`config.mk`:
```
export PLATFORM = sky130hd
export DESIGN_NAME = log_encode_pipe
export DESIGN_NICKNAME = d
export VERILOG_FILES = /design/src/rtl/log_encode_pipe.sv
export SDC_FILE = /design/constraint.sdc
export NUM_CORES = 1
export LEC_CHECK = 0
export ABC_CLOCK_PERIOD_IN_PS = 2040
export BUFFER_PORTS_ARGS = -buffer_cell sky130_fd_sc_hd__buf_2
export CAP_MARGIN = 20
export CORE_ASPECT_RATIO = 0.8
export CORE_MARGIN = 5
export CORE_UTILIZATION = 32
export CTS_BUF_LIST = sky130_fd_sc_hd__clkbuf_16
export DETAILED_ROUTE_END_ITERATION = 16
export PLACE_DENSITY_LB_ADDON = 0.15
export SKIP_LAST_GASP = 1
export SLEW_MARGIN = 10
export SYNTH_ARGS = -nofsm -noshare
export SYNTH_HDL_FRONTEND = slang
export SYNTH_SLANG_ARGS = --single-unit
```
`constraint.sdc`:
```
create_clock -name clk -period 2.04 [get_ports clk]
set_input_delay 0.204 -clock clk [delete_from_list [all_inputs] [get_ports clk]]
set_output_delay 0.204 -clock clk [all_outputs]
set_load 0.005 [all_outputs]
```
`src/rtl/log_encode_pipe.sv`:
```
`default_nettype none
// ============================================================================
//  Module      : log_encode_pipe
//  Description : Two-stage pipelined Mitchell logarithm encoder feeding a
//                log-domain adder. Each unsigned operand X is encoded as
//                {k, frac}. k is the leading-one index of X. frac holds the
//                bits below that leading one, left-aligned and truncated to
//                FRAC bits. For a divide, log_b is bitwise inverted and cin
//                is set, so that the adder forms log(A) - log(B).
//  Ports       : clk, rst (async, active-high)
//                in_valid/in_ready  : input handshake (in_ready is comb.)
//                in_a, in_b, in_op  : operands, 0 = multiply / 1 = divide
//                out_valid/out_ready: output handshake
//                log_a, log_b, cin, op_out, zero_a, zero_b : registered result
//  Revision    : 1.0  initial release
// ============================================================================
module log_encode_pipe #(
    parameter  int N    = 8,
    parameter  int FRAC = 5,
    localparam int LW   = $clog2(N) + FRAC
) (
    input  logic          clk,
    input  logic          rst,
    input  logic          in_valid,
    output logic          in_ready,
    input  logic [N-1:0]  in_a,
    input  logic [N-1:0]  in_b,
    input  logic          in_op,
    output logic          out_valid,
    input  logic          out_ready,
    output logic [LW-1:0] log_a,
    output logic [LW-1:0] log_b,
    output logic          cin,
    output logic          op_out,
    output logic          zero_a,
    output logic          zero_b
);

    localparam int             c_KW   = $clog2(N);
    // Width of the alignment vector: every bit below the MSB plus FRAC pad bits.
    localparam int             c_EW   = N - 1 + FRAC;
    localparam logic [c_KW-1:0] c_KMAX = c_KW'(N - 1);

    // ------------------------------------------------------------------------
    // Encoder: returns {zero_flag, k, frac}.
    // The bits below the MSB are placed above FRAC zero bits. That vector is
    // shifted left so that the leading one drops off its top. The top FRAC
    // bits then hold the left-aligned mantissa. Zero padding for short
    // mantissas comes for free. A zero input gives k = 0 and frac = 0.
    // ------------------------------------------------------------------------
    function automatic logic [LW:0] f_encode(input logic [N-1:0] x);
        logic [c_KW-1:0] k;
        logic [c_EW-1:0] ext;
        logic [FRAC-1:0] frac;
        k = '0;
        for (int i = 0; i < N; i++) begin
            if (x[i]) begin
                k = c_KW'(i);
            end
        end
        ext  = {x[N-2:0], {FRAC{1'b0}}} << (c_KMAX - k);
        frac = FRAC'(ext >> (N - 1));
        return {(x == '0), k, frac};
    endfunction

    // Stage 1 registers
    logic          r_s1_valid;
    logic [N-1:0]  r_s1_a;
    logic [N-1:0]  r_s1_b;
    logic          r_s1_op;

    // Stage 2 (output) registers
    logic          r_s2_valid;
    logic [LW-1:0] r_log_a;
    logic [LW-1:0] r_log_b;
    logic          r_cin;
    logic          r_op;
    logic          r_zero_a;
    logic          r_zero_b;

    logic          w_adv1;
    logic          w_adv2;
    logic [LW:0]   w_enc_a;
    logic [LW:0]   w_enc_b;

    // A stage may advance when it is empty or when the stage after it advances.
    assign w_adv2   = !r_s2_valid || out_ready;
    assign w_adv1   = !r_s1_valid || w_adv2;
    assign in_ready = w_adv1;

    always_comb begin
        w_enc_a = f_encode(r_s1_a);
        w_enc_b = f_encode(r_s1_b);
    end

    always_ff @(posedge clk or posedge rst) begin
        if (rst) begin
            r_s1_valid <= 1'b0;
            r_s1_a     <= '0;
            r_s1_b     <= '0;
            r_s1_op    <= 1'b0;
        end else if (w_adv1) begin
            r_s1_valid <= in_valid;
            // Payload only changes on a real accept, so that idle cycles leave it untouched.
            if (in_valid) begin
                r_s1_a  <= in_a;
                r_s1_b  <= in_b;
                r_s1_op <= in_op;
            end
        end
    end

    always_ff @(posedge clk or posedge rst) begin
        if (rst) begin
            r_s2_valid <= 1'b0;
            r_log_a    <= '0;
            r_log_b    <= '0;
            r_cin      <= 1'b0;
            r_op       <= 1'b0;
            r_zero_a   <= 1'b0;
            r_zero_b   <= 1'b0;
        end else if (w_adv2) begin
            r_s2_valid <= r_s1_valid;
            if (r_s1_valid) begin
                r_log_a  <= w_enc_a[LW-1:0];
                // Divide: the one's complement here, together with cin = 1,
                // makes the adder subtract log(B).
                r_log_b  <= r_s1_op ? ~w_enc_b[LW-1:0] : w_enc_b[LW-1:0];
                r_cin    <= r_s1_op;
                r_op     <= r_s1_op;
                r_zero_a <= w_enc_a[LW];
                r_zero_b <= w_enc_b[LW];
            end
        end
    end

    assign out_valid = r_s2_valid;
    assign log_a     = r_log_a;
    assign log_b     = r_log_b;
    assign cin       = r_cin;
    assign op_out    = r_op;
    assign zero_a    = r_zero_a;
    assign zero_b    = r_zero_b;

endmodule
`default_nettype wire

```
-- Word-level counts from Yosys, hierarchy flattened
Cells that the tools add are included.
Widths: inputs -> output; s select.
- output and inout bits: 22
- input bits: 21
- bits in registers: 38
- memory bits (writable): 0
- bits in read-only memories: 0
- memories kept: 0
- bits in latches: 0
- word-level logic and storage cells: 38
- shift operators: 2
- equality and inequality tests: 0
- mux-type cells: 15
- div/mod/pow operators: 0
- multiply operators: 0
- bitwise operators: 1
- reductions and logical operators: 8
- $add $sub $neg: 2
- order comparisons: 0
- operators by type and width (operator ; count):
    $mux 3 ; 10
    $shl 12x3->12 ; 2
    $logic_not 8->1 ; 2
    $mux 8 ; 1
    $not 8->8 ; 1
    $sub 3x3->3 const A ; 2
    $mux 2 ; 2
    $reduce_and 2->1 ; 2
    $logic_not 1->1 ; 2
    $logic_or 1x1->1 ; 2
    $mux 1 ; 2

-- Logic depth before layout (Yosys ltp)
Gate-level depths: netlist of run 1.
- depth after elaboration: 11
- mapped depth: 7
- gate-level depth less buffers: 6

-- Least setup slack after synthesis of run 1
No wires, ideal clock.
- kind: reg-to-reg
- start point: register r_s1_a[4]
- end point: register r_log_a[3], in the netlist log_a[3]
- arrival time: 1.667 ns
- period minus slack after synthesis: 1.804 ns
- slack: 0.236 ns
- required time: 1.903 ns
- cell stages (with the launch flop): 6
- path buffers: 1
- library setup time: 0.137 ns
- cells stage by stage: dfrtp_1 -> clkbuf_1 -> o31ai_2 -> mux2_1 -> a222oi_1 -> a21oi_1
- longest elaborated chain between the ends: 6
- ends and longest elaborated chain (item ; RTL line ; text):
    start: declaration ; 68 ; logic [N-1:0] r_s1_a;
    start signal: assignment ; 106 ; r_s1_a <= in_a;
    $mux 3 (4 in series) ; 57 ; if (x[i]) begin
    $sub 3x3->3 ; 61 ; ext = {x[N-2:0], {FRAC{1'b0}}} << (c_KMAX - k);
    $shl 12x3->12 * ; 61 ;
    end signal: assignment ; 125 ; r_log_a <= w_enc_a[LW-1:0];
    end: declaration ; 74 ; logic [LW-1:0] r_log_a;
Mark *: on every way between the ends. The rest lies on a longest branch, timed or not.
A chain may end at the register's enable or synchronous reset.

-- Worst setup path after layout of run 1
- start point: register r_s1_a[2]
- end point: register r_log_a[3], in the netlist log_a[3]
- longest elaborated chain between the ends: 8
- ends and longest elaborated chain (item ; RTL line):
    $mux 2 (2 in series) ; 57
    $mux 3 (4 in series) ; 57
    $sub 3x3->3 ; 61
    $shl 12x3->12 * ; 61
Marked as above.

==> results of run 1 <==
worst max path at each step:
stage                to  startpoint  cells past startpoint
4_1_cts        log_a[3]   r_s1_a[2]                      6
3_5_place_dp   log_a[3]   r_s1_a[2]                      6
2_1_floorplan  log_a[3]   r_s1_a[4]                      5
6_report       log_a[3]   r_s1_a[2]                      6
5_1_grt        log_a[3]   r_s1_a[2]                      6
3_3_place_gp   log_a[3]   r_s1_a[2]                      6
final cells by class:
type | count | share of cell area, %
clock buffers | 5 | 5.09
clock inverters | 2 | 0.407
inverters | 7 | 1.07
multi-input cells | 140 | 38.8
flip-flops and latches | 38 | 38.7
well taps | 81 | 4.12
repair buffers | 53 | 11.9
flip-flops by register name, summed over array words and instances, names as in the netlist:
name        flops
log_a           8
op_out          1
zero_b          1
zero_a          1
log_b           8
out_valid       1
r_s1_a          8
r_s1_b          8
r_s1_valid      1
r_s1_op         1
Yosys cell counts, drive strengths merged (2+ instances only):
library cell  number
a211o              2
buf                5
nor3               3
or4                2
a221o              2
nand4              3
o31ai              5
dfrtp             38
and2               3
xnor2              3
o21ai             11
a32o               2
nand2b             5
inv                6
clkbuf             7
mux2              19
a21oi              6
a22oi              3
nand3b             2
mux2i              5
o21a               2
nor2              18
nor2b              4
nand3              7
nand2             22
power groups by stage:
| stage | logic, uW | registers (uW) | clock network, uW |
|---|---|---|---|
| after global routing | 776 | 1080 | 793 |
| after CTS | 702 | 1050 | 753 |
| after global placement | 697 | 1060 | 0 |
| after floorplan | 467 | 1020 | 0 |
| final | 694 | 1050 | 735 |
| after detailed placement | 701 | 1060 | 0 |
per-layer routing:
| metal | vias to the layer above | global-route usage, % |
|---|---|---|
| met5 | - | 0 |
| met4 | 0 | 5.53 |
| met2 | 42 | 17.5 |
| met1 | 767 | 18.9 |
| met3 | 4 | 4.43 |
| li1 | 809 | - |
cell families after synthesis:
family / count (synthesis) / share of synthesized area, %
flip-flops: 38 / 47.9
XOR/XNOR: 3 / 1.32
buffers and inverters: 19 / 4.04
AND/OR/NAND/NOR: 69 / 16.3
AO/OA/AOI/OAI: 44 / 16.9
multiplexers: 24 / 13.5
worst reg2reg max path, stage by stage, from the launching register on:
cell and delay (ns):
dfrtp_1 0.42, inv_1 0.10, a21oi_1 0.08, o31ai_2 0.41, mux2_1 0.38, a222oi_1 0.30
a21oi_1 0.11
metrics by stage:
step / setup WS (ns) / total power (uW) / hold slack (ns)
2_1_floorplan: 0.236 / 1490 / 0.312
4_1_cts: 0.117 / 2510 / 0.0546
5_1_grt: 0.00344 / 2650 / 0.0877
3_5_place_dp: 0.119 / 1760 / 0.356
6_report: 0.116 / 2480 / 0.0308
3_3_place_gp: 0.186 / 1760 / 0.356
==> results.cfg, run 1 <==
[detailed_routing]
wl_met2_mm = 1.83
vias = 1622
drt_iter0_drc = 94
wirelength_mm = 4.77
first_pass_iters = 4
wl_met3_um = 264
wl_per_cell_um = 14.6
highest_layer = met4
drt.antenna.violating_nets = 0
drc_errors = 0
wl_met1_mm = 2.63
vias_per_cell = 4.98

[logic_synthesis]
ys.flop_type = dfrtp_1
syn_area_mm2 = 0.00198
synth-seq-area-share_pct = 47.9
synth.ff_latch_count = 38
netlist.area_leader.share_pct = 47.9
ys.warnings.count = 0
synth_top_area_cell = dfrtp_1
synth_nets = 218
syn-mean-instance-area_um2 = 10.1
syn_inst = 197
synth_cell_types = 45
synth_edf_count = 0
synthTopCellsByArea = dfrtp_1 (48%), mux2_2 (9.6%), nand2_1 (4.2%)
async_flop_share_pct = 100

[sta]
rsz0062_at_grt = no
worstMarginPinSlew_ns = 0.492
timing.final.crit_share_pct = 94.3
finalSetupTns_ns = 0
finClkSkew_ns = 0.00797
hold_viol_final = 0
clock.fmax_mhz = 520
period_minus_slack_ns = 1.92
finalSetupViolCount = 0
relSlewSlack_pct = 67.2
finalMaxSlewViolations = 0

[worst_setup_path]
path_class = flip-flop to flip-flop
critPathMaxFanout = 5
r2r_cells = 6
path_buf_inv = 1
cpLargestDelayFamily = compound AO/OA/AOI/OAI gates
crit_path_max_incr_delay_ns = 0.42
reg2reg_setup_slack_ns = 0.12
end_kind = flip-flop
slowest_stage = dfrtp_1
r2r_end = log_a[3]
cp_common_cell = a21oi_1
worstPathCellList = inv_1 -> a21oi_1 -> o31ai_2 -> mux2_1 -> a222oi_1 -> a21oi_1
required_ns = 2.20
startpoint_type = flip-flop
rr_startpoint = r_s1_a[2]
critPathArrivalTime_ns = 2.09

[power_and_ir_drop]
switching_power_uw = 781
power.internal_uw = 1700
powerDensity_mw_per_mm2 = 1010
vdd_ir_drop_max_v = 0.000385
switching_share_pct = 31.5
seq_power_share_pct = 42.3
power.leakage_uw = 0.00112
power.share.clock_pct = 29.6
power_frac_comb_pct = 28.0

[clocking]
cts_setup_buffers = 0
clock-sinks = 38
path_clk_slew_ns = 0.06
hold_buffers = 0
cts_made_buffers = 5
cts_tree = built
cts_root_buf = clkbuf_16
insertion_delay_ns = 0.28
clockBufferDepth = 2
h-tree-depth = 2
ctsResizeCount = 0

[finish]
design_area_mm2 = 0.00246
area_growth_syn_to_layout_pct = 24.0
ff_latch_area_um2 = 951
final_common_cell = buf_2
drive_gt1_share_pct = 34.7
finish.net_count = 266
nFillCells = 643
fin_util_pct = 41.2
final_cells = 326
layout_common_cells = buf_2 (42), dfrtp_1 (38), nand2_1 (22)
n_antenna_cell = 0
multiInputGateArea_um2 = 953

[run_status]
outcome = finished clean

[floorplanning]
die-area_mm2 = 0.00789
start_util_pct = 33.2
rows = 25
die_w_um = 98.0
core_mm2 = 0.00597
io_pins = 43
dieHeight_um = 80.4

[worst_hold_path]
holdCritPathClass = input pin to async pin

[placed_design]
numPortBuffers = 42
dp_hpwl_mm = 3.50
dp_cells = 319
placed_cell_area_mm2 = 0.00232
place_congestion = 0.768

[global_route]
grt_pass1_vias = 1549
grt_max_degree = 39
grt.total_usage_pct = 13.1
gr-total-overflow = 0
antenna_found_initial = 0
grt_pass1_wl_mm = 8.07

[run]
cap_violations = 0
Power figures use the tool's default switching activity.
==> inputs of run 2 (changes only) <==
CELL_PAD_IN_SITES_DETAIL_PLACEMENT = 0   (was not set)
CELL_PAD_IN_SITES_GLOBAL_PLACEMENT = 1   (was not set)
==> results.cfg, run 2 (same netlist as run 1, synthesis figures left out) <==
[run_status]
outcome = finished clean

[floorplanning]
start_util_pct = 33.2
die_w_um = 98.0
die-area_mm2 = 0.00789
core_mm2 = 0.00597
dieHeight_um = 80.4
io_pins = 43
rows = 25

[global_route]
grt.total_usage_pct = 12.8
antenna_found_initial = 0
grt_pass1_wl_mm = 7.97
gr-total-overflow = 0
grt_pass1_vias = 1500
grt_max_degree = 39

[power_and_ir_drop]
powerDensity_mw_per_mm2 = 992
vdd_ir_drop_max_v = 0.000442
total_power_uw = 2490
power.leakage_uw = 0.00115

[worst_setup_path]
path_class = flip-flop to flip-flop
reg2reg_setup_slack_ns = 0.16
r2r_cells = 5
cp_common_cell = mux2i_1
critPathArrivalTime_ns = 2.04
rr_startpoint = r_s1_b[4]
required_ns = 2.20
r2r_end = log_b[0]
end_kind = flip-flop
slowest_stage = o31ai_1
startpoint_type = flip-flop
critPathMaxFanout = 7
worstPathCellList = o31ai_1 -> o22ai_1 -> mux2i_1 -> mux2i_1 -> a221o_1
crit_path_max_incr_delay_ns = 0.49

[clocking]
clockBufferDepth = 2
h-tree-depth = 2
cts_setup_buffers = 0
insertion_delay_ns = 0.27
path_clk_slew_ns = 0.05
clock-sinks = 38
hold_buffers = 0
ctsResizeCount = 0
cts_made_buffers = 5
cts_tree = built
cts_root_buf = clkbuf_16

[sta]
hold_viol_final = 0
rsz0062_at_grt = no
finClkSkew_ns = 0.00158
finalMaxSlewViolations = 0
period_minus_slack_ns = 1.88
clock.fmax_mhz = 531
finalSetupViolCount = 0
timing.final.crit_share_pct = 92.4
finalSetupTns_ns = 0
finalHoldWorstSlack_ns = 0.0468
relSlewSlack_pct = 66.3
worstMarginPinSlew_ns = 0.505

[detailed_routing]
vias_per_cell = 4.89
drt_iter0_drc = 128
drt.antenna.violating_nets = 0
wl_per_cell_um = 14.5
drc_errors = 0
wirelength_mm = 4.81
first_pass_iters = 4
vias = 1630

[finish]
drive_gt1_share_pct = 35.7
nFillCells = 578
final_common_cell = buf_2
layout_common_cells = buf_2 (42), dfrtp_1 (38), nand2_1 (22)
area_growth_syn_to_layout_pct = 26.4
finish.net_count = 272
n_antenna_cell = 0

[worst_hold_path]
holdCritPathClass = input pin to async pin

[run]
cap_violations = 0

[placed_design]
numPortBuffers = 42
place_congestion = 0.805
dp_hpwl_mm = 3.71
[run 2: changes by cell type in the layout (fill, tap and decap cells not counted), sizes merged]
cell,delta
buf,+6
inv,+1
[run 2: final cells by class]
| cell class | instances | area (um2) | share of cell area [%] |
|---|---|---|---|
| inverters | 7 | 26.3 | 1.05 |
| well taps | 81 | 101 | 4.04 |
| clock buffers | 5 | 125 | 4.99 |
| clock inverters | 3 | 12.5 | 0.499 |
| multi-input cells | 140 | 953 | 38.0 |
| flip-flops and latches | 38 | 951 | 37.9 |
| repair buffers | 59 | 338 | 13.5 |
[run 2: critical path: cells and delay by family, from the launching register on]
kind | cells | cell delay [ns]
flops | 1 | 0.47
compound gates | 3 | 0.88
mux | 2 | 0.42
[run 2: report_power, final]
group          switching (uW)  total [uW]  internal, uW
clock network             274         715           441
logic                     364         733           369
registers                 132        1040           907
total                     770        2490          1720
[run 2: worst max-delay path by stage]
stage                     slack [ns]      start  cells past startpoint        to
after floorplan                 0.24  r_s1_a[4]                      5  log_a[3]
after global routing            0.03  r_s1_b[4]                      5  log_b[0]
after detailed placement        0.18  r_s1_a[2]                      6  log_a[3]
final                           0.16  r_s1_b[4]                      5  log_b[0]
after CTS                       0.17  r_s1_a[2]                      6  log_a[3]
after global placement          0.23  r_s1_a[2]                      6  log_a[3]
[run 2: metrics by stage]
step	area, um2	setup WS, ns	std cells	utilization, %
after floorplan	1980	0.236	197	-
after global placement	2370	0.225	325	39.7
after detailed placement	2370	0.177	325	39.7
after CTS	2510	0.174	333	42.0
after global routing	2510	0.0259	333	42.0
final	2510	0.155	333	42.0
[run 2: layer usage]
layer | vias up | global-route usage (%) | wire, um
li1 | 819 | - | -
met1 | 747 | 21.1 | 2660
met2 | 59 | 15.5 | 1720
met3 | 5 | 3.65 | 406
met4 | 0 | 3.32 | 31
met5 | - | 0 | 0
